### src/rtl/branch_resolve_unit_if.sv
// Request/result bundle between the issue stage and the branch resolve unit.
// The issuing side uses the master modport; the unit itself uses slave.
interface branch_resolve_unit_if #(
   parameter int XLEN = 32
);
   logic            in_valid_i;
   logic            in_ready_o;
   logic [3:0]      op_i;
   logic [XLEN-1:0] op1_i;
   logic [XLEN-1:0] op2_i;
   logic [XLEN-1:0] pc_i;
   logic [XLEN-1:0] imm_i;
   logic            pred_taken_i;
   logic [XLEN-1:0] pred_target_i;
   logic            out_valid_o;
   logic            out_ready_i;
   logic            taken_o;
   logic [XLEN-1:0] target_o;
   logic [XLEN-1:0] link_o;
   logic [XLEN-1:0] redirect_pc_o;
   logic            mispredict_o;

   modport master (
      output in_valid_i, op_i, op1_i, op2_i, pc_i, imm_i,
             pred_taken_i, pred_target_i, out_ready_i,
      input  in_ready_o, out_valid_o, taken_o, target_o, link_o,
             redirect_pc_o, mispredict_o
   );

   modport slave (
      input  in_valid_i, op_i, op1_i, op2_i, pc_i, imm_i,
             pred_taken_i, pred_target_i, out_ready_i,
      output in_ready_o, out_valid_o, taken_o, target_o, link_o,
             redirect_pc_o, mispredict_o
   );
endinterface

### src/rtl/branch_resolve_unit.sv
// Resolves branch/jump outcome and target in one registered stage, flags
// mispredictions against the front-end guess and keeps saturating statistics.
module branch_resolve_unit #(
   parameter int XLEN  = 32,
   parameter int CNT_W = 16
) (
   input  logic                 clk_i,
   input  logic                 rst_i,
   input  logic                 flush_i,
   input  logic                 stat_clr_i,
   output logic [CNT_W-1:0]     stat_branches_o,
   output logic [CNT_W-1:0]     stat_mispred_o,
   branch_resolve_unit_if.slave bus
);
   localparam logic [3:0] OP_BEQ  = 4'd1;
   localparam logic [3:0] OP_BNE  = 4'd2;
   localparam logic [3:0] OP_BLT  = 4'd3;
   localparam logic [3:0] OP_BGE  = 4'd4;
   localparam logic [3:0] OP_BLTU = 4'd5;
   localparam logic [3:0] OP_BGEU = 4'd6;
   localparam logic [3:0] OP_JAL  = 4'd7;
   localparam logic [3:0] OP_JALR = 4'd8;

   localparam logic [XLEN-1:0]  FOUR    = XLEN'(4);
   localparam logic [CNT_W-1:0] CNT_ONE = CNT_W'(1);
   localparam logic [CNT_W-1:0] CNT_MAX = '1;

   logic            accept;
   logic            drain;
   logic            valid_op;
   logic            taken_c;
   logic            mispred_c;
   logic [XLEN-1:0] pc_plus4;
   logic [XLEN-1:0] pc_plus_imm;
   logic [XLEN-1:0] jalr_sum;
   logic [XLEN-1:0] target_c;

   logic            valid_q;
   logic            taken_q;
   logic            mispred_q;
   logic            counted_q;
   logic [XLEN-1:0] target_q;
   logic [XLEN-1:0] link_q;
   logic [XLEN-1:0] redirect_q;
   logic [CNT_W-1:0] br_cnt_q;
   logic [CNT_W-1:0] mp_cnt_q;

   assign bus.in_ready_o = !valid_q || bus.out_ready_i;
   assign accept         = bus.in_valid_i && bus.in_ready_o;
   assign drain          = valid_q && bus.out_ready_i;

   assign pc_plus4    = bus.pc_i + FOUR;
   assign pc_plus_imm = bus.pc_i + bus.imm_i;
   assign jalr_sum    = bus.op1_i + bus.imm_i;

   always_comb begin
      taken_c  = 1'b0;
      target_c = pc_plus4;
      valid_op = 1'b1;
      unique case (bus.op_i)
         OP_BEQ:  begin taken_c = (bus.op1_i == bus.op2_i);                   target_c = pc_plus_imm; end
         OP_BNE:  begin taken_c = (bus.op1_i != bus.op2_i);                   target_c = pc_plus_imm; end
         OP_BLT:  begin taken_c = ($signed(bus.op1_i) <  $signed(bus.op2_i)); target_c = pc_plus_imm; end
         OP_BGE:  begin taken_c = ($signed(bus.op1_i) >= $signed(bus.op2_i)); target_c = pc_plus_imm; end
         OP_BLTU: begin taken_c = (bus.op1_i <  bus.op2_i);                   target_c = pc_plus_imm; end
         OP_BGEU: begin taken_c = (bus.op1_i >= bus.op2_i);                   target_c = pc_plus_imm; end
         OP_JAL:  begin taken_c = 1'b1;                                       target_c = pc_plus_imm; end
         OP_JALR: begin taken_c = 1'b1; target_c = {jalr_sum[XLEN-1:1], 1'b0}; end
         default: valid_op = 1'b0;
      endcase
   end

   // NONE and illegal opcodes never report a mispredict, whatever the guess.
   assign mispred_c = valid_op &&
                      ((taken_c != bus.pred_taken_i) ||
                       (taken_c && (target_c != bus.pred_target_i)));

   always_ff @(posedge clk_i) begin
      if (rst_i) begin
         valid_q    <= 1'b0;
         taken_q    <= 1'b0;
         mispred_q  <= 1'b0;
         counted_q  <= 1'b0;
         target_q   <= '0;
         link_q     <= '0;
         redirect_q <= '0;
      end else begin
         if (flush_i)     valid_q <= 1'b0;
         else if (accept) valid_q <= 1'b1;
         else if (drain)  valid_q <= 1'b0;

         if (accept && !flush_i) begin
            taken_q    <= taken_c;
            mispred_q  <= mispred_c;
            counted_q  <= valid_op;
            target_q   <= target_c;
            link_q     <= pc_plus4;
            redirect_q <= taken_c ? target_c : pc_plus4;
         end
      end
   end

   // A handshake in the flush cycle still counts: the result was consumed.
   always_ff @(posedge clk_i) begin
      if (rst_i || stat_clr_i) begin
         br_cnt_q <= '0;
         mp_cnt_q <= '0;
      end else if (drain && counted_q) begin
         if (br_cnt_q != CNT_MAX)              br_cnt_q <= br_cnt_q + CNT_ONE;
         if (mispred_q && mp_cnt_q != CNT_MAX) mp_cnt_q <= mp_cnt_q + CNT_ONE;
      end
   end

   assign bus.out_valid_o   = valid_q;
   assign bus.taken_o       = valid_q && taken_q;
   assign bus.mispredict_o  = valid_q && mispred_q;
   assign bus.target_o      = target_q;
   assign bus.link_o        = link_q;
   assign bus.redirect_pc_o = redirect_q;
   assign stat_branches_o   = br_cnt_q;
   assign stat_mispred_o    = mp_cnt_q;
endmodule

### src/flat_wrapper.sv
// flat-port wrapper written by rule: the top's interface ports become plain ports
module branch_resolve_unit_flat 
#(
   parameter int XLEN  = 32,
   parameter int CNT_W = 16
)
  (clk_i, rst_i, flush_i, stat_clr_i, stat_branches_o, stat_mispred_o, bus_in_valid_i, bus_op_i, bus_op1_i, bus_op2_i, bus_pc_i, bus_imm_i, bus_pred_taken_i, bus_pred_target_i, bus_out_ready_i, bus_in_ready_o, bus_out_valid_o, bus_taken_o, bus_target_o, bus_link_o, bus_redirect_pc_o, bus_mispredict_o);
  branch_resolve_unit_if #(.XLEN(XLEN)) bus_i ();
  input  logic clk_i;
  input  logic rst_i;
  input  logic flush_i;
  input  logic stat_clr_i;
  output logic [CNT_W-1:0] stat_branches_o;
  output logic [CNT_W-1:0] stat_mispred_o;
  input wire logic [$bits(bus_i.in_valid_i)-1:0] bus_in_valid_i;
  input wire logic [$bits(bus_i.op_i)-1:0] bus_op_i;
  input wire logic [$bits(bus_i.op1_i)-1:0] bus_op1_i;
  input wire logic [$bits(bus_i.op2_i)-1:0] bus_op2_i;
  input wire logic [$bits(bus_i.pc_i)-1:0] bus_pc_i;
  input wire logic [$bits(bus_i.imm_i)-1:0] bus_imm_i;
  input wire logic [$bits(bus_i.pred_taken_i)-1:0] bus_pred_taken_i;
  input wire logic [$bits(bus_i.pred_target_i)-1:0] bus_pred_target_i;
  input wire logic [$bits(bus_i.out_ready_i)-1:0] bus_out_ready_i;
  output wire logic [$bits(bus_i.in_ready_o)-1:0] bus_in_ready_o;
  output wire logic [$bits(bus_i.out_valid_o)-1:0] bus_out_valid_o;
  output wire logic [$bits(bus_i.taken_o)-1:0] bus_taken_o;
  output wire logic [$bits(bus_i.target_o)-1:0] bus_target_o;
  output wire logic [$bits(bus_i.link_o)-1:0] bus_link_o;
  output wire logic [$bits(bus_i.redirect_pc_o)-1:0] bus_redirect_pc_o;
  output wire logic [$bits(bus_i.mispredict_o)-1:0] bus_mispredict_o;
  assign bus_i.in_valid_i = bus_in_valid_i;
  assign bus_i.op_i = bus_op_i;
  assign bus_i.op1_i = bus_op1_i;
  assign bus_i.op2_i = bus_op2_i;
  assign bus_i.pc_i = bus_pc_i;
  assign bus_i.imm_i = bus_imm_i;
  assign bus_i.pred_taken_i = bus_pred_taken_i;
  assign bus_i.pred_target_i = bus_pred_target_i;
  assign bus_i.out_ready_i = bus_out_ready_i;
  assign bus_in_ready_o = bus_i.in_ready_o;
  assign bus_out_valid_o = bus_i.out_valid_o;
  assign bus_taken_o = bus_i.taken_o;
  assign bus_target_o = bus_i.target_o;
  assign bus_link_o = bus_i.link_o;
  assign bus_redirect_pc_o = bus_i.redirect_pc_o;
  assign bus_mispredict_o = bus_i.mispredict_o;
  branch_resolve_unit #(.XLEN(XLEN), .CNT_W(CNT_W)) u_core (.clk_i(clk_i), .rst_i(rst_i), .flush_i(flush_i), .stat_clr_i(stat_clr_i), .stat_branches_o(stat_branches_o), .stat_mispred_o(stat_mispred_o), .bus(bus_i));
endmodule
### config.mk
export PLATFORM = sky130hd
export DESIGN_NAME = branch_resolve_unit_flat
export DESIGN_NICKNAME = d
export VERILOG_FILES = /design/src/rtl/branch_resolve_unit_if.sv /design/src/rtl/branch_resolve_unit.sv /design/src/flat_wrapper.sv
export SDC_FILE = /design/constraint.sdc
export NUM_CORES = 1
export LEC_CHECK = 0
export ABC_AREA = 1
export CAP_MARGIN = 20
export CORE_MARGIN = 3
export CORE_UTILIZATION = 45
export DETAILED_ROUTE_END_ITERATION = 16
export PLACE_DENSITY = 0.8
export SETUP_SLACK_MARGIN = 0.4
export SYNTH_ARGS = -nofsm -noshare
export SYNTH_HDL_FRONTEND = slang
export SYNTH_SLANG_ARGS = --single-unit
### constraint.sdc
create_clock -name clk_i -period 3.9 [get_ports clk_i]
set_clock_uncertainty 0.15 [all_clocks]
set_input_delay 0.39 -clock clk_i [delete_from_list [all_inputs] [get_ports clk_i]]
set_output_delay 0.39 -clock clk_i [all_outputs]
set_load 0.01 [all_outputs]
==> flow_summary.yaml, run 1 <==
run_status:
  status: "completed"
synth:
  syn_area_um2: 12900
  synth-main-ff-cell: "dfxtp_1"
  synth_top_cell_area_share_pct: 20.5
  yosysSeqAreaShare_pct: 20.5
  syn_nets: 2540
  syn_inst: 2271
  synth.distinct_cells: 48
  synth.avg_cell_area_um2: 5.68
  synth_edf_count: 0
  synthArstFlopShare_pct: 0
  yosysWarnings: 0
  yosysTopAreaCell: "dfxtp_1"
  synthTopCellsByArea: "dfxtp_1, nand2_1, inv_1"
  synth_seq_cells: 132
setup_path:
  critPathArrivalTime_ns: 3.45
  path_class: "input pin to register"
  critPathLaunchType: "input pin"
  crit_path_end_kind: "register"
  critPathMaxFanout: 5
  cp_cell_sequence: "clkdlybuf4s50_1 -> ha_4 -> nand2_1 -> nor2_1 -> nand3_1 -> nand2_1 -> nand2_1 -> nand2_1 -> buf_4 -> nand2_1 -> nand2_1 -> nand2_1 -> nand3_1 -> nand3_1 -> nand2_1 -> nand2_1 -> nor2_1 -> nand2_1 -> nor2_1 -> nand3_1 -> nand2_1 -> a21oi_1"
  r2r-start: "u_core.stat_mispred_o[0]"
  startpoint: "bus_pc_i[5]"
  critPathSlowestCell: "clkdlybuf4s50_1"
  critPathRequiredTime_ns: 4.01
  critPathMaxStageDelay_ns: 0.62
  cp_common_cell: "nand2_1"
global_routing:
  grt_pass1_vias: 15000
  use_met2_pct: 57.0
  grt_usage_pct: 33.6
  busiest_layer: "met2"
  overflow: 0
  antenna_found_initial: 0
  grt_max_degree: 87
  grt_util_met3_pct: 3.70
  met1_usage_pct: 43.7
  grt_pass1_wl_um: 81000
timing:
  rsz0062_at_grt: "false"
  fin_setup_tns_ns: 0
  whs_ns: 0.210
  hold_viol_final: 0
  post-route-period-util_pct: 85.6
  fin_ws_ns: 0.563
  setup_violations: 0
  timing.slew.headroom_pct: 30.9
  fmax_ghz: 0.300
  slew_violations: 0
  tightest_slew_ns: 1.04
  fin_crit_ns: 3.34
power_and_ir_drop:
  netSwitchingFraction_pct: 37.9
  p_int_mw: 2.99
  powerDensity_nw_per_um2: 280
  clkPwrFrac_pct: 31.9
  p_sw_mw: 1.82
  leakagePower_nw: 8.58
  ir_drop_mv: 0.301
  p_comb_share_pct: 37.7
  p_seq_share_pct: 30.4
  power_mw: 4.82
die:
  start_util_pct: 46.1
  dieArea_um2: 30700
  ios: 303
  die_w_um: 175
  core_area_um2: 28000
  rows: 61
  die-height_um: 175
placement:
  place_ws_ns: 0.146
  portBuffers: 302
  gp_congestion: 0.975
  hpwl_um: 45500
cts:
  clk_pin_slew_ns: 0.07
  cts.sink_count: 132
  clockBufferDepth: 2
  ctsHtreeMaxLevel: 4
  cts_tree: "yes"
  cts_root_buffer: "clkbuf_16"
  clk_latency_ns: 0.42
  numCtsBuffers: 17
route:
  drt_pre_antenna_iters: 6
  ant_nets: 0
  drc_errors: 0
  drt_wl_total_um: 53500
  drtIter0Drc: 1366
  routed_via_density: 5.36
  vias: 16000
  wire_per_inst_um: 17.9
cells_and_area:
  num_antenna_cells: 0
  fin_nets: 2865
  drive_above_1_share_pct: 5.17
  areaGrowthSynthToFinish_pct: 33.3
  num-fill-cells: 2698
worst_hold_path:
  hp-start: "bus_pc_i[0]"
  hp-class: "input pin to register"
run:
  cap_violations: 0
-- final timing paths --
kind              slack [ns]                         to  cells after the start
setup reg to reg        1.41  u_core.stat_mispred_o[15]                     15
setup / recovery        0.56           u_core.mispred_q                     22
hold / removal          0.21       u_core.bus.link_o[0]                      3
hold reg to reg         0.32       u_core.bus.link_o[0]                      2
-- cell families after synthesis --
family | share of synthesized area [%]
compound gates | 13.0
fa+ha+maj | 9.62
xor+xnor | 2.04
buf+inv | 13.4
simple gates | 41.5
flops | 20.5
-- metrics by stage --
| step | utilization [%] | area [µm²] | cells |
|---|---|---|---|
| 3_5_place_dp | 59.2 | 16600 | 2954 |
| 2_1_floorplan | - | 12900 | 2271 |
| 6_report | 61.4 | 17200 | 2987 |
| 4_1_cts | 61.2 | 17200 | 2986 |
| 5_1_grt | 61.4 | 17200 | 2987 |
| 3_3_place_gp | 59.2 | 16600 | 2954 |
-- layer usage --
| layer | routed length, µm | vias to the layer above |
|---|---|---|
| li1 | - | 7892 |
| met1 | 22500 | 7347 |
| met2 | 24900 | 688 |
| met3 | 3880 | 94 |
| met4 | 2240 | 0 |
| met5 | 0 | - |
-- final cells by class --
class / count / area (µm²) / share of cell area [%]
clock buffers: 17 / 425 / 2.47
clock inverters: 15 / 140 / 0.815
inverters: 402 / 1510 / 8.79
multi-input cells: 1691 / 8580 / 49.9
flip-flops and latches: 132 / 2640 / 15.4
well taps: 378 / 473 / 2.75
repair buffers: 352 / 3430 / 20.0
-- power groups by stage --
| stage | clock network (mW) | logic, mW | registers, mW |
|---|---|---|---|
| floorplan | 0 | 0.991 | 1.51 |
| global placement | 0 | 1.75 | 1.49 |
| CTS | 1.54 | 1.78 | 1.46 |
| global route | 1.60 | 2.00 | 1.47 |
| finish | 1.54 | 1.81 | 1.46 |
| detailed placement | 0 | 1.77 | 1.49 |
-- cells in the mapped netlist (3+ instances only) --
cell      count
nor2_2        5
buf_4         3
o21a_1        6
o21ai_0     102
buf_2         8
a21o_1        4
a31oi_1       3
nand3_1     191
o21ai_1      16
nand2_2       4
xor2_1       23
a21oi_2      15
dfxtp_1     132
inv_2         3
nand3_2       3
nor3_1       38
o21bai_1      5
ha_1         96
xnor2_1       7
nand4_1      41
inv_1       396
nand3b_1     28
clkbuf_1     31
nor4_1        5
o211ai_1      3
nor3_2        4
nor2_1      252
a21oi_1     148
nand2_1     670
and2_1        3
-- critical path, delay by kind of cell --
| kind | cells | cell delay (ns) |
|---|---|---|
| AND/OR/NAND/NOR | 18 | 1.82 |
| buffers and inverters | 2 | 0.75 |
| adder cells (fa/ha/maj) | 1 | 0.42 |
| AO/OA/AOI/OAI | 1 | 0.05 |
-- placed cells by master, fill, tap and decap left out, types with 4 or more instances in the layout --
master,count
nand2_1,670
inv_1,396
clkdlybuf4s50_1,300
nor2_1,252
nand3_1,187
a21oi_1,148
dfxtp_1,132
o21ai_0,102
ha_1,94
buf_4,47
nand4_1,41
nor3_1,37
nand3b_1,28
xor2_1,23
clkbuf_16,17
o21ai_1,16
a21oi_2,15
nand3_2,7
xnor2_1,7
o21a_1,6
inv_6,6
nor4_1,5
nor2_2,5
nor3_2,5
o21bai_1,5
clkinvlp_4,5
a21o_1,4
nand2_2,4
inv_2,4
-- state kept, by name, summed over array words and instances (netlist names) --
name / count
u_core.counted_q: 1
u_core.taken_q: 1
u_core.mispred_q: 1
u_core.stat_mispred_o: 16
u_core.bus.redirect_pc_o: 32
u_core.bus.target_o: 32
u_core.bus.link_o: 32
u_core.stat_branches_o: 16
u_core.bus.out_valid_o: 1
-- what timing repair did --
item | 4_1_cts | 5_1_grt
endpoints found under the hold margin | 0 | 0
setup buffers | 0 | 1
hold buffers | 0 | 0
setup endpoints to repair | 0 | 1
gates resized for setup | 0 | 8
(Power assumes the default switching activity.)
==> inputs of run 2 (changes only) <==
==> constraint.sdc (replaced) <==
create_clock -name clk_i -period 3.8 [get_ports clk_i]
set_clock_uncertainty 0.15 [all_clocks]
set_input_delay 0.38 -clock clk_i [delete_from_list [all_inputs] [get_ports clk_i]]
set_output_delay 0.38 -clock clk_i [all_outputs]
set_load 0.01 [all_outputs]
==> run 2 against run 1 <==
Against the previous run:
- final area is 0.60% higher
- largest power group unchanged
- hold slack got worse by 0.020 ns
- via count decreased by 0.56%
- global-route usage down 0.75 points
- worst setup slack better by 0.037 ns
- wire length fell by 2.5%
- highest routed layer unchanged
- sequential share of layout area fell by 0.092 points
- clock power grew 14%
- critical path type unchanged
==> flow_summary.yaml, run 2 (same netlist as run 1, synthesis figures left out) <==
run_status:
  status: "completed"
timing:
  fmax_ghz: 0.313
  tightest_slew_ns: 1.01
  setup_violations: 0
  post-route-period-util_pct: 84.2
  slew_violations: 0
  whs_ns: 0.190
  fin_crit_ns: 3.20
  timing.slew.headroom_pct: 32.5
  fin_ws_ns: 0.600
  rsz0062_at_grt: "false"
  hold_viol_final: 0
  fin_setup_tns_ns: 0
setup_path:
  critPathSlowestCell: "clkdlybuf4s50_1"
  critPathArrivalTime_ns: 3.33
  reg2reg_depth: 15
  critPathCapture: "u_core.mispred_q"
  cp_cell_sequence: "clkdlybuf4s50_1 -> ha_1 -> nand2_1 -> inv_1 -> a21oi_1 -> nand2_1 -> nand2_1 -> nand2_1 -> nand2_1 -> nand3b_1 -> nand3_1 -> nand3_1 -> nand2_1 -> nand2_1 -> nor2_1 -> nand2_1 -> nor2_1 -> nand3_1 -> nand2_1 -> a21oi_1"
  path_class: "input pin to register"
  r2r-end: "u_core.stat_mispred_o[15]"
  crit_family: "simple AND/OR/NAND/NOR gates"
  critPathMaxFanout: 5
  critPathMaxStageDelay_ns: 0.51
  startpoint: "bus_imm_i[4]"
  crit_buf_inv: 2
  crit_path_end_kind: "register"
  critPathRequiredTime_ns: 3.93
  cp.depth: 20
  r2r-start: "u_core.stat_mispred_o[0]"
  critPathLaunchType: "input pin"
  cp_common_cell: "nand2_1"
  r2r_setup_slack_ns: 1.26
cells_and_area:
  final_common_cell: "nand2_1"
  multi_input_area_um2: 8570
  fin_nets: 2870
  final_cell_count_no_fill: 2993
  drive_above_1_share_pct: 5.47
  layout_common_cells: "nand2_1, inv_1, clkdlybuf4s50_1, nor2_1, nand3_1"
  num-fill-cells: 2749
  seq_area_um2: 2640
  areaGrowthSynthToFinish_pct: 34.1
cts:
  ctsHtreeMaxLevel: 4
  clockBufferDepth: 2
  cts_setup_buffers: 0
  cts_root_buffer: "clkbuf_16"
  clk_latency_ns: 0.42
  clk_pin_slew_ns: 0.06
  numCtsBuffers: 17
  cts_tree: "yes"
  cts.sink_count: 132
global_routing:
  grt_pass1_wl_um: 79800
  overflow: 0
  grt_max_degree: 87
  grt_usage_pct: 32.8
  antenna_found_initial: 0
  grt_pass1_vias: 15000
route:
  drc_errors: 0
  wire_per_inst_um: 17.4
  vias: 15900
  routed_via_density: 5.32
  drt_pre_antenna_iters: 6
  drtIter0Drc: 1201
  ant_nets: 0
  drt_wl_total_um: 52200
power_and_ir_drop:
  powerDensity_nw_per_um2: 296
  leakagePower_nw: 8.65
  ir_drop_mv: 0.267
  power_mw: 5.12
die:
  dieArea_um2: 30700
  rows: 61
  core_area_um2: 28000
  ios: 303
  die-height_um: 175
  start_util_pct: 46.1
  die_w_um: 175
run:
  cap_violations: 0
placement:
  hpwl_um: 44000
  gp_congestion: 0.953
  dp.cells: 2960
  portBuffers: 302
  place_ws_ns: 0.0968
worst_hold_path:
  hp-class: "input pin to register"
[run 2: cell count changes in the layout (fill, tap and decap cells not counted), sizes merged]
cell | before | now
clkdlybuf4s50 | 300 | 298
dlymetal6s2s | 1 | 3
inv | 410 | 407
clkinv | 2 | 5
diode | 0 | 1
buf | 51 | 56
bufinv | 0 | 3
clkinvlp | 5 | 2
[run 2: worst min path at each step]
| stage | end | slack, ns | cells after the start | startpoint |
|---|---|---|---|---|
| finish | u_core.bus.link_o[0] | 0.19 | 3 | bus_pc_i[0] |
| global route | u_core.bus.link_o[0] | 0.20 | 3 | bus_pc_i[0] |
| CTS | u_core.counted_q | 0.26 | 2 | rst_i |
| detailed placement | u_core.bus.link_o[0] | 0.30 | 2 | u_core.bus.link_o[0] |
| global placement | u_core.bus.redirect_pc_o[19] | 0.30 | 2 | u_core.bus.redirect_pc_o[19] |
| floorplan | u_core.taken_q | 0.30 | 2 | u_core.taken_q |
[run 2: per-stage QoR]
step | cell area, µm² | utilization (%)
after floorplan | 12900 | -
after global placement | 16600 | 59.4
after detailed placement | 16600 | 59.4
after CTS | 17300 | 61.7
after global routing | 17300 | 61.8
final | 17300 | 61.8
[run 2: routing by layer]
| metal | vias to the layer above | routed length, µm | track usage (%) |
|---|---|---|---|
| li1 | 7904 | - | - |
| met1 | 7205 | 21800 | 42.7 |
| met2 | 719 | 24300 | 55.4 |
| met3 | 104 | 4200 | 4.84 |
| met4 | 0 | 1950 | 11.7 |
| met5 | - | 0 | 0 |
[run 2: final cells by class]
type / instances / area share, %
Antenna cell: 1 / 0.0145
Multi-Input combinational cell: 1691 / 49.5
Clock buffer: 17 / 2.46
Timing Repair Buffer: 357 / 20.2
Inverter: 402 / 8.73
Clock inverter: 15 / 1.14
Sequential cell: 132 / 15.3
Tap cell: 378 / 2.73
[run 2: power breakdown]
part           internal, mW  switching (mW)  total (mW)
Sequential             1.46          0.0462        1.50
Combinational         0.754            1.10        1.86
Clock                  1.05           0.703        1.76
[run 2: worst register-to-register path, delay by kind of cell (launching register included)]
| family | cells | cell delay [ns] |
|---|---|---|
| adders and majority gates | 1 | 0.24 |
| buffers and inverters | 1 | 0.12 |
| DFF | 1 | 0.35 |
| and+or+nand+nor | 13 | 1.58 |
[run 2: timing repair]
item / CTS / global route
setup endpoints to repair: 0 / 1
hold buffers: 0 / 0
endpoints found under the hold margin: 0 / 0
gates resized for setup: 0 / 12
==> patch 1, RTL diff (config.mk and constraints of run 2) <==
`CNT_W` is set to 16 in 2 places; all go to 24.
--- a/src/rtl/branch_resolve_unit.sv
+++ b/src/rtl/branch_resolve_unit.sv
@@ -2,7 +2,7 @@
 // mispredictions against the front-end guess and keeps saturating statistics.
 module branch_resolve_unit #(
    parameter int XLEN  = 32,
-   parameter int CNT_W = 16
+   parameter int CNT_W = 24
 ) (
    input  logic                 clk_i,
    input  logic                 rst_i,
--- a/src/flat_wrapper.sv
+++ b/src/flat_wrapper.sv
@@ -2,7 +2,7 @@
 module branch_resolve_unit_flat 
 #(
    parameter int XLEN  = 32,
-   parameter int CNT_W = 16
+   parameter int CNT_W = 24
 )
   (clk_i, rst_i, flush_i, stat_clr_i, stat_branches_o, stat_mispred_o, bus_in_valid_i, bus_op_i, bus_op1_i, bus_op2_i, bus_pc_i, bus_imm_i, bus_pred_taken_i, bus_pred_target_i, bus_out_ready_i, bus_in_ready_o, bus_out_valid_o, bus_taken_o, bus_target_o, bus_link_o, bus_redirect_pc_o, bus_mispredict_o);
   branch_resolve_unit_if #(.XLEN(XLEN)) bus_i ();
Interface: changed (resized stat_branches_o and stat_mispred_o); port bits go from 303 to 319. No check against the original RTL was run, so the function may have changed too.
==> patch 1 against run 2 <==
  * Final area grew 4.7%
  * Highest routed layer unchanged
  * Core utilization is 0.79 points lower
  * Total power rose by 0.82%
  * Sequential cell count is 16 higher
  * Area after synthesis increased by 5.6%
  * Setup slack got worse by 47 ps
  * Register-to-register slack got worse by 370 ps
  * Critical endpoint unchanged
  * Critical path depth unchanged
  * Wire length rose by 9.4%
  * Sequential power grew 11%
  * Global-route usage up 0.73 points
==> patch 1: results (changes against run 2) <==
run status completed; final-layout clock-cell area share 3.15% (-0.45 points); per-cell via count in the routed design 5.45 (+2.3%); Fill cells 2,775 (+0.95%); clock-pin slew reported for the worst setup and hold paths after clock tree synthesis 60 ps (about the same); Ant. Diodes 0 (-1); Pleak 8.78 nW (+1.4%); clock network fraction of design power 31.9% (-2.4 points); total track usage 33.6% (+0.73 points); post-DP HPWL 48,300 um (+9.8%); max-capacitance violation count 0 (unchanged); dpl cell area 17,500 um^2 (+5.1%); worst reg2reg startpoint u_core.stat_branches_o[0]$_SDFFE_PP0P_; number of DRC violations after detailed-routing iteration 0 1,475 (+23%); worst voltage drop across the vdd grid 267 uV (-0.12%); count of plain and timing-repair buffers in the layout 373 (+4.5%); pin count of the biggest net entering global routing 63 (-28%); commonest cells in the synthesized netlist 652 x nand2_1, 410 x inv_1, 236 x nor2_1, 190 x a21oi_1, 190 x nand3_1; asr flop ratio synth 0% (unchanged); placer's final routability congestion estimate 0.950 (-0.27%); origin of the worst setup path bus_pc_i[6]; P_comb 1.85 mW; fraction of standard cell area in multi-input logic 49.3% (-0.21 points); WL final 57,100 um (+9.4%); Min Hold Slack 67.5 ps (-123 ps); share of post-route cells with drive strength above 1 5.19% (-0.28 points); Post-Syn Nets 2,635 (+3.7%); Post-CTS Repair Setup Buffers 0 (unchanged); wire length of the first global-routing pass 86,400 um (+8.2%); First-pass DRT Iterations 8 (+2); Clock Sink Count 148 (+12%); hold worst-path end u_core.bus.out_valid_o$_SDFFE_PP0P_; post-placement setup slack 57.1 ps (-39.7 ps); total area of sequential cells 2960 um^2 (+12%); vias in the first global route 15,800 (+5.4%); top cells by area, synth dfxtp_1 22%, nand2_1 18%, inv_1 11%; cells on worst reg2reg path 13 (-2); multi-input combinational gate total 1,751 (+3.5%); non-clock inverter total of the final layout 416 (+3.5%); Data arrival, critical path 3380 ps (+50 ps); Synth warnings 0 (unchanged); floorplan core area 29,700 um^2 (+6.1%); area share of buffers outside the clock network 19.9% (-0.25 points); fmax 308 MHz (-1.4%); setup slack of the most critical reg-to-reg path 890 ps (-370 ps); Hold Crit Start rst_i; transition at the pin with the smallest max-transition slack 1060 ps (+44.5 ps); count of input and output buffers 318 (+5.3%); sequential fraction of total cell area 16.3% (+1.1 points); kind of path behind the tightest hold check in -> reg; post-layout net count 2,976 (+3.7%); hold depth 2 (-1); sequential share of the synthesized area 21.8% (+1.3 points); count of unique library cells instantiated by Yosys 44 (-8.3%); cell-internal power 3.28 mW (+0.31%); delay of the slowest cell on the worst path 540 ps (+30 ps); R2R Path End u_core.stat_branches_o[21]$_SDFFE_PP0P_; Top delay family on crit path simple AND/OR/NAND/NOR gates
## patch 1: changes by cell type after synthesis, sizes merged, moves of 11 or more
cell / change
nand4: +18
nor3: +11
nor2: -16
a21oi: +29
dfxtp: +16
nand2: -19
inv: +16
o21ai: +25
## patch 1: per-layer routing
metal / vias to the layer above / GRT usage [%] / share of wire, %
met1: 7726 / 45.8 / 44
met3: 91 / 5.24 / 8.1
met5: - / 0 / 0
met4: 0 / 9.13 / 2.5
met2: 799 / 55.3 / 45
li1: 8318 / - / -
## patch 1: cells by family (layout without fill, tap and decap cells)
kind of cell,count (synthesis),count (layout),share of synthesized area [%]
flip-flops,148,148,21.8
buffers and inverters,467,820,13.1
XOR/XNOR,28,28,1.91
adder cells (fa/ha/maj),98,98,9.11
AND/OR/NAND/NOR,1258,1258,40.1
AO/OA/AOI/OAI,367,367,14.1
## patch 1: metrics by stage
stage,cells,total power [mW]
after global placement,3077,3.48
after global routing,3109,5.42
after CTS,3108,5.13
after floorplan,2366,2.70
after detailed placement,3077,3.50
final,3109,5.16
==> patch 2, RTL diff (config.mk and constraints of run 2) <==
Made on the original files. Put a register stage on the output `bus.mispredict_o`, without a reset. The value now appears one clock later.
--- a/src/rtl/branch_resolve_unit.sv
+++ b/src/rtl/branch_resolve_unit.sv
@@ -113,7 +113,9 @@
 
    assign bus.out_valid_o   = valid_q;
    assign bus.taken_o       = valid_q && taken_q;
-   assign bus.mispredict_o  = valid_q && mispred_q;
+   always_ff @(posedge clk_i) begin
+      bus.mispredict_o <= valid_q && mispred_q;
+   end
    assign bus.target_o      = target_q;
    assign bus.link_o        = link_q;
    assign bus.redirect_pc_o = redirect_q;
Formal check against the unedited RTL: not equivalent (a bounded check fails within 4 cycles, from zero or initial values and one cycle with rst_i high).
==> patch 2 against run 2 <==
  * Sequential cell count increased by 1
  * Critical endpoint unchanged
  * Setup slack improved by 25 ps
  * Synthesized cell count about the same
  * Worst hold slack worse by 8.9 ps
  * Clock power is 5% lower
  * Total power fell by 1.2%
  * Wire length shrank 0.45%
  * Non-clock buffer count rose by 6
  * Area after synthesis up 0.16%
  * Final area is 0.67% higher
  * Critical path type unchanged
  * Count of clock-buffer cells in the layout unchanged
  * Critical path depth down 1
==> patch 2: results (changes against run 2) <==
run status completed; Ant. Diodes 0 (-1); dpl cell area 16,700 um^2 (+0.47%); worst voltage drop across the vdd grid 307 uV (+15%); vias 16,000 (+0.15%); asr flop ratio synth 0% (unchanged); maximum count of clock buffers along a single path 2 (unchanged); initial antenna violation count 1 (+1); First-pass DRT Iterations 5 (-1); Pleak 8.68 nW (+0.33%); total track usage 32.4% (-0.39 points); Post-Syn Nets 2,541 (+0.039%); TritonCTS Buffers 17 (unchanged); top layer in use met5; Synth warnings 0 (unchanged); routed length on met1 21,800 um (+0.28%); sequential share of the synthesized area 20.6% (+0.12 points); kind of path behind the tightest hold check in -> reg; DR WL met2 24,100 um (-0.93%); post-layout net count 2,877 (+0.24%); clock-pin slew reported for the worst setup and hold paths after clock tree synthesis 70 ps; Post-CTS Repair Setup Buffers 0 (unchanged); per-cell routed wire length 17.3 um (-0.65%); number of DRC violations after detailed-routing iteration 0 1,266 (+5.4%); CTS resizes 0 (unchanged); count of input and output buffers 302 (unchanged); post-DP HPWL 43,900 um (-0.23%); vias in the first global route 14,900 (-0.79%); crit path max fanout 6 (+1); commonest cells in the synthesized netlist 670 x nand2_1, 396 x inv_1, 252 x nor2_1, 191 x nand3_1, 148 x a21oi_1; share of post-route cells with drive strength above 1 6.33% (+0.86 points); post-placement setup slack 45.7 ps (-51.1 ps); switching part of the total power 36.5% (+0.28 points); metal3 WL 3740 um (-11%); pin count of the biggest net entering global routing 87 (unchanged); Data arrival, critical path 3290 ps (-40 ps); level count of the clock H-tree 4 (unchanged); wire length of the first global-routing pass 78,900 um (-1.2%); transition at the pin with the smallest max-transition slack 1030 ps (+18.6 ps); top cells by area, synth dfxtp_1 21%, nand2_1 19%, inv_1 12%; placer's final routability congestion estimate 0.972 (+2.0%)
## patch 2: path summary, 6_finish.rpt
path | startpoint | end | slack [ps] | depth (start not counted)
setup / recovery | bus_imm_i[20] | u_core.mispred_q$_SDFFE_PP0P_ | 630 | 19
hold / removal | bus_pc_i[0] | u_core.bus.link_o[0]$_SDFFE_PP0P_ | 180 | 3
setup reg to reg | u_core.stat_mispred_o[1]$_SDFFE_PP0P_ | u_core.stat_mispred_o[15]$_SDFFE_PP0P_ | 1200 | 15
hold reg to reg | u_core.bus.link_o[1]$_SDFFE_PP0P_ | u_core.bus.link_o[1]$_SDFFE_PP0P_ | 310 | 2
## patch 2: through the flow
stage	instances	utilization [%]
floorplan	2272	-
global placement	2967	59.7
detailed placement	2967	59.7
CTS	2999	61.8
global route	2999	62.2
finish	2999	62.2
## patch 2: worst max-delay path: cells and delay by family
family,cells,cell delay (ps)
and+or+nand+nor,16,1900
buffers and inverters,1,510
adders and majority gates,1,450
AOI/OAI and AO/OA,1,50
## patch 2: kinds of logic (layout without fill, tap and decap cells)
family / count (synthesis) / in the layout / synth area share (%)
AO/OA/AOI/OAI: 310 / 310 / 13.0
XOR/XNOR: 30 / 30 / 2.03
adder cells (fa/ha/maj): 98 / 98 / 9.61
buffers and inverters: 448 / 797 / 13.3
flip-flops: 133 / 133 / 20.6
AND/OR/NAND/NOR: 1253 / 1253 / 41.4
## patch 2: layout make-up
class | count | area [um^2]
sequential | 133 | 2660
fill | 2695 | 10600
tap | 378 | 473
clock inverter | 15 | 168
timing repair buffer | 363 | 3540
clock buffer | 17 | 425
multi-input combinational | 1691 | 8640
inverter | 402 | 1510
## patch 2: power by group through the flow
stage | Combinational (mW) | Sequential [mW] | Clock (mW)
after CTS | 1.83 | 1.51 | 1.68
after detailed placement | 1.82 | 1.54 | 0
after global placement | 1.80 | 1.54 | 0
after global routing | 2.06 | 1.52 | 1.74
after floorplan | 1.02 | 1.57 | 0
final | 1.87 | 1.51 | 1.67
## patch 2: metal layers
metal  track usage [%]  vias up
met5                 0        -
li1                  -     7913
met4              13.7        2
met3              3.26      100
met1              42.2     7287
met2              54.9      654
